==> src/rtl/quad_decoder.sv <==
// rtl/quad_decoder.sv - quadrature A/B decoder driving a wrap-around up/down position counter
module quad_decoder #(
    parameter int N           = 8,
    parameter int SYNC_STAGES = 2,
    parameter int FILT_LEN    = 3
) (
    input  logic         clk,
    input  logic         rst_n,
    input  logic         enc_a,
    input  logic         enc_b,
    input  logic         enable,
    input  logic         syn_clr,
    input  logic         load,
    input  logic [N-1:0] in_num,
    output logic [N-1:0] count,
    output logic         dir,
    output logic         step,
    output logic         max_tick,
    output logic         min_tick,
    output logic         err
);

    // Filter counter must be able to hold FILT_LEN while saturating during init.
    localparam int CW = $clog2(FILT_LEN + 1);
    localparam logic [CW-1:0] FILT_MAX  = CW'(FILT_LEN);
    localparam logic [CW-1:0] FILT_LAST = CW'(FILT_LEN - 1);

    typedef enum logic {
        MODE_INIT  = 1'b0,
        MODE_TRACK = 1'b1
    } mode_t;

    // Synchroniser chains; the last stage is the only one the filter looks at.
    logic [SYNC_STAGES-1:0] a_sync_q;
    logic [SYNC_STAGES-1:0] b_sync_q;
    logic                   a_smp;
    logic                   b_smp;

    // Filter state per phase.
    logic          a_filt_q, a_filt_d;
    logic          b_filt_q, b_filt_d;
    logic [CW-1:0] a_cnt_q,  a_cnt_d;
    logic [CW-1:0] b_cnt_q,  b_cnt_d;
    logic          a_lvl_nx, b_lvl_nx;
    logic [CW-1:0] a_cnt_nx, b_cnt_nx;

    // Decoder state: last filtered {A,B} the decoder has consumed.
    mode_t      mode_q, mode_d;
    logic [1:0] st_q, st_d;
    logic       enter_track;

    // Decoded events.
    logic       dec_up;
    logic       dec_dn;
    logic       dec_err;

    // Counter and registered outputs.
    logic [N-1:0] count_q, count_d;
    logic         dir_q,   dir_d;
    logic         step_q,  step_d;
    logic         max_q,   max_d;
    logic         min_q,   min_d;
    logic         err_q,   err_d;

    // One filter step. In init mode the counter counts consecutive identical
    // samples (saturating at FILT_LEN) and the level simply follows the input;
    // in track mode it counts consecutive samples that differ from the level.
    function automatic logic [CW:0] filt_next(
        input logic          track,
        input logic          lvl,
        input logic          smp,
        input logic [CW-1:0] cnt
    );
        logic          lvl_n;
        logic [CW-1:0] cnt_n;
        lvl_n = lvl;
        cnt_n = cnt;
        if (!track) begin
            if (smp == lvl) begin
                cnt_n = (cnt == FILT_MAX) ? cnt : cnt + 1'b1;
            end else begin
                lvl_n = smp;
                cnt_n = CW'(1);
            end
        end else begin
            if (smp != lvl) begin
                if (cnt == FILT_LAST) begin
                    lvl_n = smp;
                    cnt_n = '0;
                end else begin
                    cnt_n = cnt + 1'b1;
                end
            end else begin
                cnt_n = '0;
            end
        end
        return {lvl_n, cnt_n};
    endfunction

    assign a_smp = a_sync_q[SYNC_STAGES-1];
    assign b_smp = b_sync_q[SYNC_STAGES-1];

    // Synchronise both asynchronous phases into the clk domain.
    always_ff @(posedge clk or negedge rst_n) begin
        if (!rst_n) begin
            a_sync_q <= '0;
            b_sync_q <= '0;
        end else begin
            a_sync_q <= {a_sync_q[SYNC_STAGES-2:0], enc_a};
            b_sync_q <= {b_sync_q[SYNC_STAGES-2:0], enc_b};
        end
    end

    // Per-phase filter next state; counters restart when tracking begins.
    always_comb begin
        {a_lvl_nx, a_cnt_nx} = filt_next(mode_q == MODE_TRACK, a_filt_q, a_smp, a_cnt_q);
        {b_lvl_nx, b_cnt_nx} = filt_next(mode_q == MODE_TRACK, b_filt_q, b_smp, b_cnt_q);
        enter_track = (mode_q == MODE_INIT) && (a_cnt_nx == FILT_MAX) && (b_cnt_nx == FILT_MAX);
        a_filt_d = a_lvl_nx;
        b_filt_d = b_lvl_nx;
        a_cnt_d  = enter_track ? '0 : a_cnt_nx;
        b_cnt_d  = enter_track ? '0 : b_cnt_nx;
    end

    // Filter state registers.
    always_ff @(posedge clk or negedge rst_n) begin
        if (!rst_n) begin
            a_filt_q <= 1'b0;
            b_filt_q <= 1'b0;
            a_cnt_q  <= '0;
            b_cnt_q  <= '0;
        end else begin
            a_filt_q <= a_filt_d;
            b_filt_q <= b_filt_d;
            a_cnt_q  <= a_cnt_d;
            b_cnt_q  <= b_cnt_d;
        end
    end

    // Decoder state register: init/track mode plus the consumed {A,B} pair.
    always_ff @(posedge clk or negedge rst_n) begin
        if (!rst_n) begin
            mode_q <= MODE_INIT;
            st_q   <= 2'b00;
        end else begin
            mode_q <= mode_d;
            st_q   <= st_d;
        end
    end

    // Decoder next state: during init the pair is loaded straight from the
    // settled samples so the first tracked cycle never sees a transition.
    always_comb begin
        mode_d = mode_q;
        st_d   = st_q;
        if (mode_q == MODE_INIT) begin
            st_d = {a_filt_d, b_filt_d};
            if (enter_track) begin
                mode_d = MODE_TRACK;
            end
        end else begin
            st_d = {a_filt_q, b_filt_q};
        end
    end

    // Decoder outputs: classify the transition from st_q to the filtered pair.
    always_comb begin
        dec_up  = 1'b0;
        dec_dn  = 1'b0;
        dec_err = 1'b0;
        if (mode_q == MODE_TRACK) begin
            case ({st_q, a_filt_q, b_filt_q})
                4'b00_10, 4'b10_11, 4'b11_01, 4'b01_00: dec_up = 1'b1;
                4'b10_00, 4'b11_10, 4'b01_11, 4'b00_01: dec_dn = 1'b1;
                4'b00_11, 4'b11_00, 4'b10_01, 4'b01_10: dec_err = 1'b1;
                default: ;
            endcase
        end
    end

    // Counter next state: clear beats load beats a decoded step.
    always_comb begin
        count_d = count_q;
        dir_d   = dir_q;
        step_d  = 1'b0;
        max_d   = 1'b0;
        min_d   = 1'b0;
        err_d   = dec_err;
        if (syn_clr) begin
            count_d = '0;
        end else if (load) begin
            count_d = in_num;
        end else if (enable && dec_up) begin
            count_d = count_q + 1'b1;
            dir_d   = 1'b1;
            step_d  = 1'b1;
            max_d   = (count_q == {N{1'b1}});
        end else if (enable && dec_dn) begin
            count_d = count_q - 1'b1;
            dir_d   = 1'b0;
            step_d  = 1'b1;
            min_d   = (count_q == '0);
        end
    end

    // Counter and pulse output registers.
    always_ff @(posedge clk or negedge rst_n) begin
        if (!rst_n) begin
            count_q <= '0;
            dir_q   <= 1'b0;
            step_q  <= 1'b0;
            max_q   <= 1'b0;
            min_q   <= 1'b0;
            err_q   <= 1'b0;
        end else begin
            count_q <= count_d;
            dir_q   <= dir_d;
            step_q  <= step_d;
            max_q   <= max_d;
            min_q   <= min_d;
            err_q   <= err_d;
        end
    end

    assign count    = count_q;
    assign dir      = dir_q;
    assign step     = step_q;
    assign max_tick = max_q;
    assign min_tick = min_q;
    assign err      = err_q;

endmodule

==> config.mk <==
export PLATFORM = sky130hd
export DESIGN_NAME = quad_decoder
export DESIGN_NICKNAME = d
export VERILOG_FILES = /design/src/rtl/quad_decoder.sv
export SDC_FILE = /design/constraint.sdc
export NUM_CORES = 1
export LEC_CHECK = 0
export ABC_AREA = 1
export BUFFER_PORTS_ARGS = -buffer_cell sky130_fd_sc_hd__buf_2
export CAP_MARGIN = 25
export CORE_MARGIN = 2
export CORE_UTILIZATION = 52
export CTS_BUF_LIST = sky130_fd_sc_hd__clkbuf_4
export DETAILED_ROUTE_END_ITERATION = 8
export PLACE_DENSITY = 0.85
export SLEW_MARGIN = 25
export SYNTH_ARGS = -nofsm -noshare
export SYNTH_HDL_FRONTEND = slang
export SYNTH_SLANG_ARGS = --single-unit
==> constraint.sdc <==
create_clock -name clk -period 1.8 [get_ports clk]
set_input_delay 0.09 -clock clk [delete_from_list [all_inputs] [get_ports clk]]
set_output_delay 0.09 -clock clk [all_outputs]
set_load 0.05 [all_outputs]
Yosys cells after proc, flatten, opt, wreduce, memory -nomap -nowiden --
Index checks and enable logic that the tools add are counted.
Storage, ports and cells: logic and storage cells 101, input bits 15, register bits after elaboration 26, output and inout bits 13
Cells by class: equality and inequality tests 23, bitwise gates (word level) 3, reduce and logical (&&, ||, !) cells 11, $add $sub $neg 4, muxes and demuxes 46
Operator list (number):
- 8-bit 2-to-1 mux | 4
- 1-bit 2-to-1 mux | 29
- 2-bit 2-to-1 mux | 13
- 4-bit == test (second input constant) | 6
- 2-bit == test (second input constant) | 6
- 4-bit by 3-bit == test with 1-bit output (second input constant) | 3
- 4-bit OR reduction | 3
- 8-bit by 1-bit adder with 8-bit output (second input constant) | 1
- 4-bit by 2-bit == test with 1-bit output (second input constant) | 2
- 8-bit == test (second input constant) | 1
- 8-bit logical NOT | 1
- 8-bit by 1-bit subtractor with 8-bit output (second input constant) | 1
- 2-bit by 1-bit adder with 2-bit output (second input constant) | 2
- 4-bit by 1-bit == test with 1-bit output (second input constant) | 1
- 1-bit logical AND | 4
- 4-bit nonzero test | 1
- 1-bit inverter | 3
- 3-bit AND reduction | 1
- 1-bit == test | 2
- 1-bit != test | 2
- 2-bit nonzero test | 1

Longest topological paths before layout --
Gate-level depths: netlist of the first run.
word-level depth 9, depth in mapped cells 14, mapped depth without buffers 14

Worst setup path after synthesis of the first run --
OpenSTA, ideal clock, no wires.
kind reg-to-reg, from reg with a tool-made name, to reg count_q[6] (netlist: count[6]), path buffers 0, setup time 119 ps, stages on the path, launching flop included 14, data arrival time 1778 ps, period minus slack after synthesis 1898 ps, path slack -98 ps, data required time 1681 ps, cells stage by stage dfrtp_1 > inv_2 > nand2_2 > nand2_2 > nand3_4 > ha_1 > nand2_1 > inv_1 > o21ai_0 > nand3_1 > nand2_1 > nand2_1 > o21ai_2 > nand2_1
RTL lines:
- end signal, assigned | RTL line 216 | count_q <= count_d;
- end, declared | RTL line 58 | logic [N-1:0] count_q, count_d;

==> results by group, run 1 <==
Outcome
  – Status: finished with violations
  – Failing checks: setup timing

Clock network
  – Number of CTS-inserted buffers: 3
  – Clk_lat worst skew: 0.33 ns
  – CTS tree: done
  – Sink Count: 26
  – Root buffer cell: clkbuf_4
  – Clock buffer depth: 2
  – Clk pin slew, worst setup/hold paths: 0.16 ns
  – H-tree levels: 1

Setup path
  – CP Data Arrival Time: 2.29 ns
  – Setup Crit Path Kind: register to register
  – CP peak stage delay: 0.47 ns
  – CP most frequent cell: nand2_2
  – CP Max Fanout: 5
  – Slowest cell on crit path: dfrtp_1
  – Cell Chain, Critical Path: inv_2 > nand2_1 > nand2_4 > nand3_4 > ha_4 > nand2_2 > inv_2 > o21ai_2 > nand3_2 > nand2_2 > nand2_2 > o21ai_2 > nand2_1
  – CP endpoint kind: register
  – Delay-heaviest family, CP: simple AND/OR/NAND/NOR gates
  – Required @ worst endpoint: 2.03 ns
  – Worst path buffer plus inverter count: 2
  – Worst setup SP type: register

Timing
  – Slew of the pin with the lowest slew margin: 0.5944 ns
  – Hold Vio Cnt, Final: 0
  – Crit path time final: 2.062 ns
  – Setup Skew: 0.01398 ns
  – Final setup violating endpoints: 6
  – Fmax: 484.9 MHz
  – RSZ-0062 raised after global routing: yes
  – Worst Slack Setup Final: -0.2623 ns
  – Period utilization: 1.146
  – Final Max Tran Viols: 0
  – Slew Limit Headroom: 0.6037
  – Setup_tns: -0.8758 ns

Floorplanning
  – Starting Density: 0.5438
  – DIE AREA: 3632 um^2
  – Top-Level Pins: 28
  – Area of the core: 3028 um^2
  – Die height: 60.27 um
  – Die width: 60.27 um
  – Rows: 20

Placed design
  – DP Area: 1991 um^2
  – RePlAce Congestion: 0.8715
  – Inst Count DP: 299
  – Final HPWL DP: 2.761 mm
  – Number of I/O port buffers: 27

Power and ir drop
  – Flop pwr share: 0.244
  – Static Leak: 1.209 nW
  – Max IR drop VDD: 854.5 uV
  – Clk network pwr share: 0.105
  – Total power draw: 0.003962 W
  – P_int: 0.002021 W
  – Switch Pwr: 0.001940 W
  – Switching Share: 0.4898
  – Comb pwr share: 0.652
  – P per Cell Area: 1747 nW/um^2

Drt
  – Total via count in the routed design: 1722
  – WL final: 4.692 mm
  – Drt drc: 0
  – Vias per Instance: 5.415
  – Drt initial violations: 86
  – TritonRoute pass-1 iters: 5
  – Final ANT Viol Nets: 0
  – WL per Instance: 14.75 um

Synth
  – Mux cell area share after synthesis: 0.006079
  – Synth warn: 0
  – Mapped Nets: 242
  – Post-synthesis compound-gate area fraction: 0.07827
  – Cells after Synth: 215
  – Synth Area in Simple Gates: 0.3313
  – EDFF count, synth: 0
  – Synth Area in XOR/XNOR: 0.01596
  – Mean post-synth cell area: 7.659 um^2
  – Synth Cell Area: 1647 um^2
  – Combinational family with the most area after synthesis: simple AND/OR/NAND/NOR gates
  – Asr flop ratio synth: 1.000
  – Top_reg_cell synth: dfrtp_1
  – Synth Register Bits: 26
  – Post-synthesis adder-cell area fraction: 0.09574
  – Yosys cell types: 27
  – Sequential fraction of the synthesis area: 0.3951

Finish
  – Final core occ: 0.7488
  – Layout cell share with drive strength beyond 1: 0.3686
  – Post-route insts no fill: 318
  – Fillers: 198
  – Final Instance Area: 2267 um^2
  – Most common cell after layout, fill and taps aside: nand2_1
  – Most frequent cells in the layout: nand2_1, buf_2, dfrtp_1, buf_4, inv_1
  – Area growth syn-to-layout: 37.69%
  – Post-layout net count: 302
  – # diodes: 0

Global route
  – Congestion Overflow GR: 0
  – Largest net degree at the start of global routing: 27
  – Gr usage total: 0.2468
  – Initial antenna violation count: 0
  – Number of global-route vias before repair: 1470
  – First-pass GRT wire length: 6.630 mm

Job
  – Max_cap viols: 0

Hold path
  – Hold crit path type: input port to register
-- timing repair --
action	CTS	global route
gates cloned	1	0
endpoints found under the setup margin	6	7
setup buffers	4	7
pin swaps	2	15
hold buffers	3	0
endpoints found under the hold margin	28	0
resized for setup	5	18
-- worst paths after layout --
path / from / end / slack (ns) / cells past startpoint
worst max register to register: register / count[6] / -0.26 / 13
min in group asynchronous: rst_n / b_sync_q[0] / 0.29 / 2
max in group asynchronous: rst_n / count[7] / 1.11 / 2
worst min register to register: a_sync_q[0] / a_sync_q[1] / 0.37 / 0
worst max-delay path: register / count[6] / -0.26 / 13
worst min-delay path: syn_clr / step / 0.04 / 4
-- metrics by stage --
step | hold WS [ns] | worst slack [ns]
6_report | 0.04328 | -0.2623
5_1_grt | 0.05179 | -0.3597
3_3_place_gp | 0.1142 | -0.02289
3_5_place_dp | 0.1173 | -0.1375
2_1_floorplan | -0.2056 | -0.05266
4_1_cts | 0.05158 | -0.08208
-- synthesized netlist by cell type (2+ instances only) --
| cell type | instances | area, um^2 |
|---|---|---|
| nand2_1 | 61 | 229.0 |
| nand3_1 | 15 | 75.07 |
| a21oi_1 | 3 | 15.01 |
| nand4_1 | 5 | 31.28 |
| nand2_2 | 4 | 25.02 |
| o21ai_1 | 4 | 20.02 |
| nand3_4 | 2 | 35.03 |
| dfrtp_1 | 26 | 650.6 |
| nor3_1 | 2 | 10.01 |
| o21ai_0 | 11 | 55.05 |
| nor2_1 | 20 | 75.07 |
| o21ai_2 | 2 | 17.52 |
| a31oi_1 | 2 | 12.51 |
| ha_1 | 11 | 137.6 |
| nor2_2 | 3 | 18.77 |
| nor4_1 | 2 | 12.51 |
| inv_2 | 6 | 22.52 |
| inv_1 | 25 | 93.84 |
| xnor2_1 | 3 | 26.28 |
-- worst reg2reg max path, stage by stage (launching register included) --
cell,delay (ns)
dfrtp_1,0.47
inv_2,0.09
nand2_1,0.08
nand2_4,0.11
nand3_4,0.17
ha_4,0.31
nand2_2,0.08
inv_2,0.04
o21ai_2,0.14
nand3_2,0.12
nand2_2,0.08
nand2_2,0.06
o21ai_2,0.16
nand2_1,0.06
-- layout make-up --
class	count	area (um^2)	area share
multi-input cells	157	1028	0.4536
inverters	31	116.4	0.05132
repair buffers	56	364.1	0.1606
clock buffers	3	22.52	0.009934
clock inverters	1	30.03	0.01325
flip-flops and latches	26	650.6	0.2870
well taps	44	55.05	0.02428
-- registers in the layout, indices dropped and copies added (netlist names), named ones only --
register and count:
st_q 2, a_sync_q 2, b_cnt_q 2, a_cnt_q 2
step 1, count 8, max_tick 1, min_tick 1
mode_q 1, dir 1, b_sync_q 2, err 1
-- power by group through the flow --
stage | combinational (W) | clock (W) | sequential, W
after floorplan | 0.00120 | 0 | 0.00120
after global placement | 0.00196 | 0 | 0.000948
after detailed placement | 0.00202 | 0 | 0.000957
after CTS | 0.00219 | 0.000409 | 0.000947
after global routing | 0.00280 | 0.000434 | 0.000987
final | 0.00258 | 0.000415 | 0.000965
-- metal layers --
layer,track usage,wire length [um]
met2,0.4099,2299
met5,0,0
met3,0.01732,384
met4,0.1048,152
met1,0.3302,1856
-- logic make-up (layout without fill, tap and decap cells) --
family / Yosys count / in the layout
buffers and inverters: 33 / 91
XOR/XNOR: 3 / 3
adder cells (fa/ha/maj): 12 / 12
AO/OA/AOI/OAI: 23 / 23
AND/OR/NAND/NOR: 117 / 118
multiplexers: 1 / 1
flip-flops: 26 / 26
No activity file was read; power rests on OpenSTA's default activity.
==> run 2: changes to the inputs <==
--- a/config.mk
+++ b/config.mk
@@ -8,8 +8,10 @@
 export ABC_AREA = 1
 export BUFFER_PORTS_ARGS = -buffer_cell sky130_fd_sc_hd__buf_2
 export CAP_MARGIN = 25
+export CELL_PAD_IN_SITES_DETAIL_PLACEMENT = 1
+export CELL_PAD_IN_SITES_GLOBAL_PLACEMENT = 1
 export CORE_MARGIN = 2
-export CORE_UTILIZATION = 52
+export CORE_UTILIZATION = 38
 export CTS_BUF_LIST = sky130_fd_sc_hd__clkbuf_4
 export DETAILED_ROUTE_END_ITERATION = 8
 export PLACE_DENSITY = 0.85
@@ -17,3 +19,4 @@
 export SYNTH_ARGS = -nofsm -noshare
 export SYNTH_HDL_FRONTEND = slang
 export SYNTH_SLANG_ARGS = --single-unit
+export TNS_END_PERCENT = 50
==> results by group, run 2 (synthesis results as in run 1) <==
Setup path
  – Worst setup SP type: register
  – CP endpoint kind: register
  – CP peak stage delay: 0.48 ns
  – Required @ worst endpoint: 2.08 ns
  – Worst path buffer plus inverter count: 2
  – Cell Chain, Critical Path: inv_2 > nand2_4 > nand2_4 > nand3_4 > buf_6 > ha_4 > nand2_2 > nand2_1 > a21oi_2 > nand2_2 > nand3_2 > nand3_2 > nand2_2 > nand2_2
  – CP most frequent cell: nand2_2
  – Critical R2R Capture: count[7]
  – Worst reg-to-reg path cell count: 14
  – CP Max Fanout: 4
  – CP Data Arrival Time: 2.34 ns
  – Slowest cell on crit path: dfrtp_1
  – Delay-heaviest family, CP: simple AND/OR/NAND/NOR gates
  – R2r setup slk: -0.27 ns
  – Setup Crit Path Kind: register to register

Clock network
  – Clk_lat worst skew: 0.36 ns
  – Number of CTS-inserted buffers: 3
  – CTS tree: done
  – H-tree levels: 1
  – Clock buffer depth: 2
  – Root buffer cell: clkbuf_4
  – Sink Count: 26
  – Clk pin slew, worst setup/hold paths: 0.17 ns

Timing
  – Final setup violating endpoints: 5
  – RSZ-0062 raised after global routing: yes
  – Crit path time final: 2.065 ns
  – Worst Slack Setup Final: -0.2650 ns
  – Period utilization: 1.147
  – Slew of the pin with the lowest slew margin: 0.6432 ns
  – Final Max Tran Viols: 0
  – Setup Skew: 0.01142 ns
  – Fmax: 484.3 MHz
  – Hold Vio Cnt, Final: 0
  – Slew Limit Headroom: 0.5712

Drt
  – Drt initial violations: 91
  – Final ANT Viol Nets: 0
  – Drt drc: 0
  – WL per Instance: 20.46 um
  – Vias per Instance: 5.554
  – WL final: 6.794 mm
  – TritonRoute pass-1 iters: 4
  – Total via count in the routed design: 1844

Outcome
  – Status: finished with violations
  – Failing checks: setup timing

Global route
  – Number of global-route vias before repair: 1945
  – Congestion Overflow GR: 0
  – Gr usage total: 0.2674
  – First-pass GRT wire length: 10.16 mm
  – Largest net degree at the start of global routing: 27
  – Initial antenna violation count: 0

Hold path
  – Hold crit path type: input port to register
  – Hold path startpoint: in_num[2]
  – WHS Path Cells: 3
  – Hold Path Sink: count[2]

Floorplanning
  – Die width: 69.83 um
  – DIE AREA: 4876 um^2
  – Area of the core: 4086 um^2
  – Starting Density: 0.4029
  – Top-Level Pins: 28
  – Rows: 23
  – Die height: 69.83 um

Finish
  – Area growth syn-to-layout: 48.78%
  – Post-route insts no fill: 332
  – Post-layout net count: 310
  – Multi-input logic area: 1121 um^2
  – Layout cell share with drive strength beyond 1: 0.4504
  – Final Instance Area: 2450 um^2
  – # diodes: 0
  – Most frequent cells in the layout: nand2_1, buf_2, buf_4, dfrtp_1, inv_1
  – Register area: 650.6 um^2
  – Final core occ: 0.5995
  – Fillers: 523
  – Max reg flops: 8
  – Most common cell after layout, fill and taps aside: nand2_1

Power and ir drop
  – Clk network pwr share: 0.095
  – P_int: 0.002293 W
  – Switch Pwr: 0.002329 W
  – P per Cell Area: 1886 nW/um^2
  – Switching Share: 0.5039
  – Flop pwr share: 0.216
  – Static Leak: 1.267 nW
  – Comb pwr share: 0.688
  – Max IR drop VDD: 749.2 uV

Placed design
  – Inst Count DP: 306
  – DP Area: 2006 um^2
  – Final HPWL DP: 3.485 mm
  – RePlAce Congestion: 0.8083
  – Place WS: -0.2052 ns
  – Number of I/O port buffers: 27

Job
  – Max_cap viols: 0
run 2: cell types whose count changed in the layout (fill, tap and decap cells not counted), sizes merged:
cell	before	now
buf	53	61
run 2: through the flow:
| stage | setup TNS, ns | total power (W) | hold slack, ns |
|---|---|---|---|
| after floorplan | -0.1155 | 0.002399 | -0.2056 |
| after global placement | -0.09889 | 0.002974 | 0.1254 |
| after detailed placement | -0.7286 | 0.003094 | 0.1392 |
| after CTS | -0.2535 | 0.004059 | 0.01522 |
| after global routing | -1.531 | 0.004864 | 0.005271 |
| final | -1.074 | 0.004622 | 0.01110 |
run 2: worst max path at each step:
| stage | slack (ns) | end | start | cells after the start |
|---|---|---|---|---|
| 2_1_floorplan | -0.05 | count[6] | register | 11 |
| 3_3_place_gp | -0.07 | count[7] | register | 13 |
| 3_5_place_dp | -0.21 | count[4] | st_q[0] | 10 |
| 4_1_cts | -0.07 | count[7] | st_q[0] | 15 |
| 5_1_grt | -0.34 | count[7] | register | 15 |
| 6_report | -0.27 | count[7] | register | 14 |
run 2: area by class of cell:
cell class / instances / area share
tap: 50 / 0.02554
inverter: 31 / 0.04750
sequential: 26 / 0.2656
multi-input combinational: 157 / 0.4576
timing repair buffer: 64 / 0.1823
clock buffer: 3 / 0.009193
clock inverter: 1 / 0.01226
run 2: timing repair:
item                                    4_1_cts  5_1_grt
endpoints found under the setup margin        6       11
resized for setup                            25       27
gates cloned                                  1        0
pin swaps                                    18       22
setup buffers                                18        3
hold buffers                                  3        0
endpoints found under the hold margin        28        0
run 2: power by group through the flow:
| stage | Combinational, W | Sequential [W] | Clock (W) |
|---|---|---|---|
| final | 0.00318 | 0.00100 | 0.000440 |
| after global routing | 0.00338 | 0.00101 | 0.000471 |
| after CTS | 0.00266 | 0.000961 | 0.000439 |
| after detailed placement | 0.00213 | 0.000961 | 0 |
| after global placement | 0.00203 | 0.000943 | 0 |
| after floorplan | 0.00120 | 0.00120 | 0 |
run 2: tightest hold or removal path, stage by stage:
cell and delay [ns]:
buf_2 0.07, o21ai_0 0.06, o21ai_1 0.12
run 2: per-layer routing:
metal / track usage / wire length [um] / up-vias
met5: 0 / 0 / -
met4: 0.08974 / 204 / 0
met3: 0.04215 / 289 / 18
met2: 0.4508 / 3427 / 67
met1: 0.3482 / 2873 / 929
li1: - / - / 830
